$ cat src/rtl/result_drain_pkg.sv
// Shared types and constants for the detection result drain.
// Default field widths mirror the integral-image cache geometry
// (10-bit row, 10-bit column) and the 5-bit detector scale index.
package pkg_resultDrain;

  localparam int INTEGRAL_ROW_BITS = 10;
  localparam int INTEGRAL_COL_BITS = 10;
  localparam int SCALE_BITS_DEF    = 5;
  localparam int DATA_W_DEF        = 32;

  typedef enum logic [2:0] {
    S_Idle,
    S_Fetch,
    S_Capture,
    S_Emit,
    S_Done
  } STATES_t;

  // Queue word that closes a frame; it is consumed but never forwarded.
  localparam logic [DATA_W_DEF-1:0] EXIT_MARKER = '1;

  // Field order matches the queue word: x highest, scale lowest.
  typedef struct packed {
    logic [INTEGRAL_ROW_BITS-1:0] x;
    logic [INTEGRAL_COL_BITS-1:0] y;
    logic [SCALE_BITS_DEF-1:0]    scale;
  } result_t;

  // Unpacks a default-width queue word; bits above x are discarded.
  function automatic result_t unpack_result(input logic [DATA_W_DEF-1:0] word);
    return result_t'(word[$bits(result_t)-1:0]);
  endfunction

endpackage

$ cat src/rtl/result_drain_if.sv
// Result queue read port plus host-facing result stream.
// master: the drain block. slave: the queue/sink side.
interface result_drain_if
  import pkg_resultDrain::*;
#(
  parameter int X_BITS     = INTEGRAL_ROW_BITS,
  parameter int Y_BITS     = INTEGRAL_COL_BITS,
  parameter int SCALE_BITS = SCALE_BITS_DEF,
  parameter int DATA_W     = DATA_W_DEF
);

  logic                  rq_empty;
  logic                  rq_re;
  logic [DATA_W-1:0]     rq_data;
  logic                  out_valid;
  logic                  out_ready;
  logic [X_BITS-1:0]     out_x;
  logic [Y_BITS-1:0]     out_y;
  logic [SCALE_BITS-1:0] out_scale;

  modport master (
    input  rq_empty, rq_data, out_ready,
    output rq_re, out_valid, out_x, out_y, out_scale
  );

  modport slave (
    output rq_empty, rq_data, out_ready,
    input  rq_re, out_valid, out_x, out_y, out_scale
  );

endinterface

$ cat src/rtl/result_drain.sv
// result_drain: pops packed detection results from the result queue,
// unpacks them into x/y/scale and offers each on a valid/ready stream.
// An all-ones word ends the frame and pulses done.
// Optional macro RESULT_DRAIN_COUNT_EN enables the per-frame result
// counter; without it result_count is tied to zero.
module result_drain
  import pkg_resultDrain::*;
#(
  parameter int X_BITS     = INTEGRAL_ROW_BITS,
  parameter int Y_BITS     = INTEGRAL_COL_BITS,
  parameter int SCALE_BITS = SCALE_BITS_DEF,
  parameter int DATA_W     = DATA_W_DEF
) (
  input  logic                clk,
  input  logic                resetn,
  input  logic                start,
  output logic                busy,
  output logic                done,
  output logic [15:0]         result_count,
  result_drain_if.master      bus
);

  localparam int FIELD_W = X_BITS + Y_BITS + SCALE_BITS;

  typedef struct packed {
    logic [X_BITS-1:0]     x;
    logic [Y_BITS-1:0]     y;
    logic [SCALE_BITS-1:0] scale;
  } hold_t;

  STATES_t state, state_n;
  hold_t   hold_p1;
  logic    is_marker;

  // The marker is the all-ones word; any other word is a result.
  assign is_marker = &bus.rq_data;

  // State register.
  always_ff @(posedge clk or negedge resetn) begin
    if (!resetn) state <= S_Idle;
    else         state <= state_n;
  end

  // Next-state and handshake outputs.
  always_comb begin
    state_n       = state;
    bus.rq_re     = 1'b0;
    bus.out_valid = 1'b0;
    done          = 1'b0;
    case (state)
      S_Idle: begin
        if (start) state_n = S_Fetch;
      end
      S_Fetch: begin
        bus.rq_re = !bus.rq_empty;
        if (!bus.rq_empty) state_n = S_Capture;
      end
      S_Capture: begin
        state_n = is_marker ? S_Done : S_Emit;
      end
      S_Emit: begin
        bus.out_valid = 1'b1;
        if (bus.out_ready) state_n = S_Fetch;
      end
      S_Done: begin
        done    = 1'b1;
        state_n = S_Idle;
      end
      default: state_n = S_Idle;
    endcase
  end

  assign busy = (state != S_Idle);

  // Stage p1: hold register, loaded the cycle after the queue read so
  // the fields stay stable for as long as the sink stalls.
  always_ff @(posedge clk or negedge resetn) begin
    if (!resetn)                 hold_p1 <= '0;
    else if (state == S_Capture) hold_p1 <= bus.rq_data[FIELD_W-1:0];
  end

  assign bus.out_x     = hold_p1.x;
  assign bus.out_y     = hold_p1.y;
  assign bus.out_scale = hold_p1.scale;

`ifdef RESULT_DRAIN_COUNT_EN
  // Saturating increment so a runaway frame cannot wrap to a small count.
  function automatic logic [15:0] sat_inc16(input logic [15:0] v);
    return (v == 16'hFFFF) ? v : v + 16'd1;
  endfunction

  // Per-frame result counter: cleared by an accepted start, held after done.
  always_ff @(posedge clk or negedge resetn) begin
    if (!resetn)                              result_count <= '0;
    else if (state == S_Idle && start)        result_count <= '0;
    else if (bus.out_valid && bus.out_ready)  result_count <= sat_inc16(result_count);
  end
`else
  assign result_count = '0;
`endif

endmodule

$ cat src/flat_wrapper.sv
// flat-port wrapper written by rule: the top's interface ports become plain ports
module result_drain_flat import pkg_resultDrain::*;
#(
  parameter int X_BITS     = INTEGRAL_ROW_BITS,
  parameter int Y_BITS     = INTEGRAL_COL_BITS,
  parameter int SCALE_BITS = SCALE_BITS_DEF,
  parameter int DATA_W     = DATA_W_DEF
)
  (clk, resetn, start, busy, done, result_count, bus_rq_empty, bus_rq_data, bus_out_ready, bus_rq_re, bus_out_valid, bus_out_x, bus_out_y, bus_out_scale);
  result_drain_if #(.X_BITS(X_BITS), .Y_BITS(Y_BITS), .SCALE_BITS(SCALE_BITS), .DATA_W(DATA_W)) bus_i ();
  input  logic clk;
  input  logic resetn;
  input  logic start;
  output logic busy;
  output logic done;
  output logic [15:0] result_count;
  input wire logic [$bits(bus_i.rq_empty)-1:0] bus_rq_empty;
  input wire logic [$bits(bus_i.rq_data)-1:0] bus_rq_data;
  input wire logic [$bits(bus_i.out_ready)-1:0] bus_out_ready;
  output wire logic [$bits(bus_i.rq_re)-1:0] bus_rq_re;
  output wire logic [$bits(bus_i.out_valid)-1:0] bus_out_valid;
  output wire logic [$bits(bus_i.out_x)-1:0] bus_out_x;
  output wire logic [$bits(bus_i.out_y)-1:0] bus_out_y;
  output wire logic [$bits(bus_i.out_scale)-1:0] bus_out_scale;
  assign bus_i.rq_empty = bus_rq_empty;
  assign bus_i.rq_data = bus_rq_data;
  assign bus_i.out_ready = bus_out_ready;
  assign bus_rq_re = bus_i.rq_re;
  assign bus_out_valid = bus_i.out_valid;
  assign bus_out_x = bus_i.out_x;
  assign bus_out_y = bus_i.out_y;
  assign bus_out_scale = bus_i.out_scale;
  result_drain #(.X_BITS(X_BITS), .Y_BITS(Y_BITS), .SCALE_BITS(SCALE_BITS), .DATA_W(DATA_W)) u_core (.clk(clk), .resetn(resetn), .start(start), .busy(busy), .done(done), .result_count(result_count), .bus(bus_i));
endmodule
$ cat config.mk
export PLATFORM = sky130hd
export DESIGN_NAME = result_drain_flat
export DESIGN_NICKNAME = d
export VERILOG_FILES = /design/src/rtl/result_drain_pkg.sv /design/src/rtl/result_drain_if.sv /design/src/rtl/result_drain.sv /design/src/flat_wrapper.sv
export SDC_FILE = /design/constraint.sdc
export NUM_CORES = 1
export LEC_CHECK = 0
export CORE_AREA = 3 3 62 64
export CTS_CLUSTER_SIZE = 28
export DETAILED_ROUTE_END_ITERATION = 10
export DIE_AREA = 0 0 65 67
export PLACE_DENSITY = 0.83
export SLEW_MARGIN = 20
export SYNTH_ARGS = -nofsm -noshare
export SYNTH_HDL_FRONTEND = slang
export SYNTH_SLANG_ARGS = --single-unit
$ cat constraint.sdc
create_clock -name clk -period 3.1 [get_ports clk]
set_clock_uncertainty 0.15 [all_clocks]
set_input_delay 0.465 -clock clk [delete_from_list [all_inputs] [get_ports clk]]
set_output_delay 0.465 -clock clk [all_outputs]
set_load 0.005 [all_outputs]
==> metrics.txt, run 1 <==
diodes inserted=0; top cells by count, synth=dfrtp_1 (28), mux2_2 (24), buf_4 (16), nand4_1 (8); pin count of the biggest net entering global routing=29; die width=65 um; min Tclk post-route=2.40 ns; syn avg cell area=13.4 um^2; top-count cell post-synth=dfrtp_1; worst-margin pin slew=0.630 ns; Cell variety after synth=21; CP cell instances=clkdlybuf4s50_1 -> nor4b_1 -> clkdlybuf4s50_1; Yosys warning count=0; Worst Path Arrival=about 1.8 ns; hold buffer count at cts=0; CP max stage cell=clkdlybuf4s50_1; Setup Fix Bufs, Post-CTS=0; Main synth FF type=dfrtp_1; Area growth, synth to finish=52.6%; area of the multi-input gates=500 um^2; first-pass GRT wire length=5110 um; final wirelength=approximately 3200 um; Final Max Slew Viols=0; element type at the critical path end=output pin; setup TNS=0 ns; clk sinks=28; fmax=416 MHz; insertion delay to the later sink of the worst-skew pair=0.31 ns; most used cell, CP=clkdlybuf4s50_1; WL/cell=15.3 um; Post-synth EDFFs=0; initial antenna violation count=0; DR iter-0 viols=6; Longest Clk Path Bufs=2; placed cell count=206; Synth top area share=0.539; Post-Syn Area=between 1000 and 1500 um^2; Routed Antenna Nets=0; CP Max Fanout=3; Layout Nets=202; setup violators final=0; Worst VDD drop=408 uV; largest cells by area after synthesis=dfrtp_1 (54%), mux2_2 (21%), buf_4 (9.2%), nand4_1 (3.8%), buf_6 (1.7%); worst reg2reg path depth=4; initial core utilization=0.390; status=completed; total global routing overflow=0; total track usage=0.151; sequential-to-total area share from yosys stat=0.539; Hold Path Class=primary input to async pin; Pwr Density=between 800 and 900 nW/um^2; die area=~4400 um^2; post-CTS sizing=0; Post-route DRC=0; Crit. path cell count=3; Leak=0.813 nW; Seq cells post-synth=28; Period Utilization, post-route=0.775; CP Class=primary input to output pin; vias in the first global route=between 1000 and 1500; TritonCTS Buffers=3; H-tree depth=1; Final Hold Fails=0; Buf/Inv on CP=2; Worst Setup Start Kind=primary input; unrepaired setup endpoints after global routing=false; die height=67 um; cell row count=21; vias per cell=4.62; Post-DP HPWL=between 2000 and 3000 um; cells after synthesis=97; Port Buffers=65; Slew HR=0.579; total core area=around 3300 um^2; Routability Congestion=around 0.68; Post-Layout Cell Count=210; ys async rst share=1.00; filler cell count in the final layout=293; CP top delay family=buffers and inverters; share of cells above drive strength 1=0.195; # Max-Cap Violations=0; DR vias=970; FF+latch area=~700 um^2; CP peak stage delay=0.58 ns; total iterations of the first detailed-routing run=4; Clock Pin Slew Worst Setup and Hold Paths=approximately 0.16 ns; io pins=around 80; CTS tree=built; Clock Tree Root=clkbuf_4; cell taking the most area after synthesis=dfrtp_1; CP required=between 2 and 2.5 ns
worst paths after layout:
path | from | endpoint | slack, ns
setup reg to reg | u_core.state[1] | u_core.bus.out_y[4] | 1.01
hold / removal | resetn | u_core.bus.out_y[7] | 0.34
setup / recovery | bus_rq_empty | bus_rq_re | 0.70
max in group asynchronous | resetn | u_core.bus.out_y[4] | 2.20
hold reg to reg | u_core.bus.out_y[0] | u_core.bus.out_y[0] | 0.37
min in group clk | u_core.bus.out_y[0] | u_core.bus.out_y[0] | 0.37
cell usage in the layout, fill, tap and decap left out:
cell             synthesis  layout
a21oi_1                  1       1
a32o_1                   1       1
and3_1                   2       2
buf_4                   16       2
bufinv_16                0       1
clkbuf_4                 0       3
clkdlybuf4s50_1          0      65
conb_1                   1      16
dfrtp_1                 28      28
inv_1                    1       1
inv_2                    1       1
mux2_1                   1       1
mux2_2                  24      24
mux2i_1                  2       2
nand2_1                  1       1
nand4_1                  8       8
nor3_1                   1       1
nor3_4                   1       1
nor4_1                   2       2
nor4b_1                  1       1
o31a_1                   1       1
or3_1                    1       1
cell type report:
| class | count | area share |
|---|---|---|
| Clock inverter | 1 | 0.0151 |
| Clock buffer | 3 | 0.0113 |
| Tap cell | 46 | 0.0290 |
| Timing Repair Buffer | 67 | 0.335 |
| Multi-Input combinational cell | 63 | 0.252 |
| Inverter | 2 | 0.00378 |
| Sequential cell | 28 | 0.353 |
metrics by stage:
stage / hold WS (ns) / power (mW) / setup slack (ns) / area (um^2) / utilization
after CTS: 0.344 / 1.69 / 0.706 / 1980 / 0.595
after detailed placement: 0.345 / 1.45 / 0.703 / 1930 / 0.579
after floorplan: 0.0194 / 0.984 / 1.45 / 1360 / -
final: 0.337 / 1.67 / 0.698 / 1980 / 0.595
after global routing: 0.363 / 1.77 / 0.667 / 1980 / 0.595
after global placement: 0.324 / 1.41 / 0.799 / 1930 / 0.579
kinds of logic (layout without fill, tap and decap cells):
group	after synthesis	in the layout	share of synthesized area
flip-flops	28	28	0.539
buffers and inverters	21	73	0.119
other	1	16	0.00288
AND/OR/NAND/NOR	17	17	0.0885
AO/OA/AOI/OAI	3	3	0.0183
multiplexers	27	27	0.232
state kept, by name, indices dropped and copies added (netlist names):
register / cells
u_core.bus.out_scale: 5
u_core.bus.out_x: 10
u_core.bus.out_y: 10
u_core.state: 3
routing by layer:
metal	vias to the layer above	track usage	wire length (um)
met2	57	0.282	1640
met5	-	0	0
met3	2	0.0438	343
met1	459	0.173	1220
li1	452	-	-
met4	0	0.0237	13
report_power, final:
group          internal [mW]  leakage [nW]  switching, mW
combinational          0.543         0.453          0.233
sequential             0.544         0.332          0.112
clock                  0.131        0.0279          0.107
No activity file was read; power rests on OpenSTA's default activity.
==> run 2: changes to the inputs <==
CORE_AREA = 3 3 67 69   (was 3 3 62 64)
DIE_AREA = 0 0 70 72   (was 0 0 65 67)
PLACE_DENSITY = 0.75   (was 0.83)
clock period = 2 ns   (was 3.1 ns; I/O delays follow)
==> metrics.txt, run 2 (synthesis gave the netlist of run 1 again) <==
Area growth, synth to finish=55.4%; vias per cell=4.62 (about the same); Total Power=2.57 mW (+54%); first-pass GRT wire length=5110 um (+0.12%); pin count of the biggest net entering global routing=29 (unchanged); setup violators final=0 (unchanged); clk sinks=28 (unchanged); Metal-1 WL=1120 um (-7.6%); Worst Setup Start Kind=flop; worst flop-to-flop path endpoint=u_core.bus.out_y[3]; insertion delay to the later sink of the worst-skew pair=0.26 ns (-0.05 ns); commonest non-fill, non-tap cells in the layout=clkdlybuf4s50_1 (63), dfrtp_1 (25), mux2_2 (24); Port Buffers=65 (unchanged); WL/cell=14.6 um (-5.0%); Reg2Reg Setup Slack=0.47 ns (-0.54 ns); DR iter-0 viols=14 (+8); final wirelength=3140 um (-2.3%); Clock Pin Slew Worst Setup and Hold Paths=0.09 ns (-0.07 ns); min Tclk post-route=1.93 ns; DR top layer=met4; Clock Tree Root=clkbuf_8; vias in the first global route=1056 (-1.8%); total iterations of the first detailed-routing run=2 (-2); DR vias=998 (+2.9%); Routability Congestion=0.803 (+18%); Worst Path Arrival=1.48 ns (-0.31 ns); total core area=3970 um^2 (+19%); die area=5040 um^2 (+16%); filler cell count in the final layout=360 (+23%); share of cells above drive strength 1=0.223 (+0.0278); Post-route DRC=0 (unchanged); CP peak stage delay=0.54 ns (-0.04 ns); element type at the critical path end=output pin; Worst VDD drop=650 uV (+59%); initial core utilization=0.327 (-0.0622); Fin Hold WS=0.245 ns (-0.0916 ns); commonest non-fill, non-tap cell in the layout=clkdlybuf4s50_1; Longest Clk Path Bufs=2 (unchanged); r2r startpoint=u_core.state[1]; die width=70 um (+7.7%); fmax=519 MHz; hold buffer count at cts=0 (unchanged); total global routing overflow=0 (unchanged); FF+latch area=704 um^2 (+0.54%); Met3 Wirelength=368 um (+7.3%); CP Class=flop to output pin; cell row count=23 (+9.5%); unrepaired setup endpoints after global routing=false; Routed Antenna Nets=0 (unchanged); # Max-Cap Violations=0 (unchanged); io pins=82 (unchanged); CTS tree=built; Hold Path Class=primary input to async pin; die height=72 um (+7.5%); Final Max Slew Viols=0 (unchanged); diodes inserted=0 (unchanged); Leak=0.826 nW (+1.6%); Final Hold Fails=0 (unchanged); CP required=1.55 ns (-0.93 ns); Period Utilization, post-route=0.964; Pwr Density=1270 nW/um^2 (+51%); Layout Nets=204 (+0.99%); WL met2=1560 um (-5.3%); Post-DP HPWL=2550 um (-3.1%); CP cell instances=nor3_1 -> clkdlybuf4s50_1; area of the multi-input gates=500 um^2 (unchanged); initial antenna violation count=0 (unchanged); CP Max Fanout=7 (+4); CP max stage cell=clkdlybuf4s50_1; worst reg2reg path depth=4 (unchanged); TritonCTS Buffers=3 (unchanged); dpl ws=-0.0185 ns (-0.721 ns); total track usage=0.126 (-0.0259); status=completed; worst setup margin=0.0718 ns (-0.626 ns); H-tree depth=1 (unchanged)
## run 2: cell count changes in the layout (fill, tap and decap cells not counted)
cell,previous run,this run
dlygate4sd2_1,0,2
buf_4,2,3
clkbuf_8,0,4
dfrtp_1,28,25
dfrtp_2,0,3
clkdlybuf4s50_1,65,63
clkbuf_4,3,0
buf_12,0,1
bufinv_16,1,0
## run 2: where the power goes
group	switching (mW)	total (mW)	leakage, nW	internal [mW]
Clock	0.166	0.342	0.0288	0.176
Sequential	0.160	1.01	0.329	0.849
Combinational	0.364	1.22	0.469	0.858
## run 2: repair_timing
item                                    CTS  global route
endpoints found under the setup margin    2             2
gates resized for setup                   4             1
setup buffers                             1             0
## run 2: worst max-delay path by stage
stage               startpoint                      end  slack (ns)  depth (start not counted)
2_1_floorplan  u_core.state[0]  u_core.bus.out_scale[0]        0.35                          4
3_3_place_gp   bus_rq_data[12]          u_core.state[0]       0.002                          6
3_5_place_dp      bus_rq_empty                bus_rq_re       -0.02                          3
4_1_cts        u_core.state[2]                     done        0.03                          3
5_1_grt        u_core.state[2]            bus_out_valid       0.002                          3
6_report       u_core.state[0]                     done        0.07                          2
## run 2: metal layers
metal	vias up	track usage
li1	456	-
met1	468	0.132
met2	64	0.219
met3	10	0.0499
met4	0	0.0617
met5	-	0
## run 2: worst max-delay path, delay by kind of cell, from the launching register on
| kind | cells | cell delay, ns |
|---|---|---|
| buffers and inverters | 1 | 0.54 |
| DFF | 1 | 0.46 |
| and+or+nand+nor | 1 | 0.21 |
## run 2: layout make-up
class | count | share of cell area
clock buffer | 4 | 0.0272
inverter | 2 | 0.00372
multi-input combinational | 63 | 0.248
sequential | 28 | 0.349
tap | 50 | 0.0310
timing repair buffer | 69 | 0.342
## run 2: metrics by stage
stage	setup TNS (ns)	utilization	cell area (um^2)	std cells
finish	0	0.509	2020	216
global route	0	0.509	2020	216
CTS	0	0.509	2020	216
global placement	0	0.493	1960	211
detailed placement	-0.0231	0.493	1960	211
floorplan	0	-	1360	112
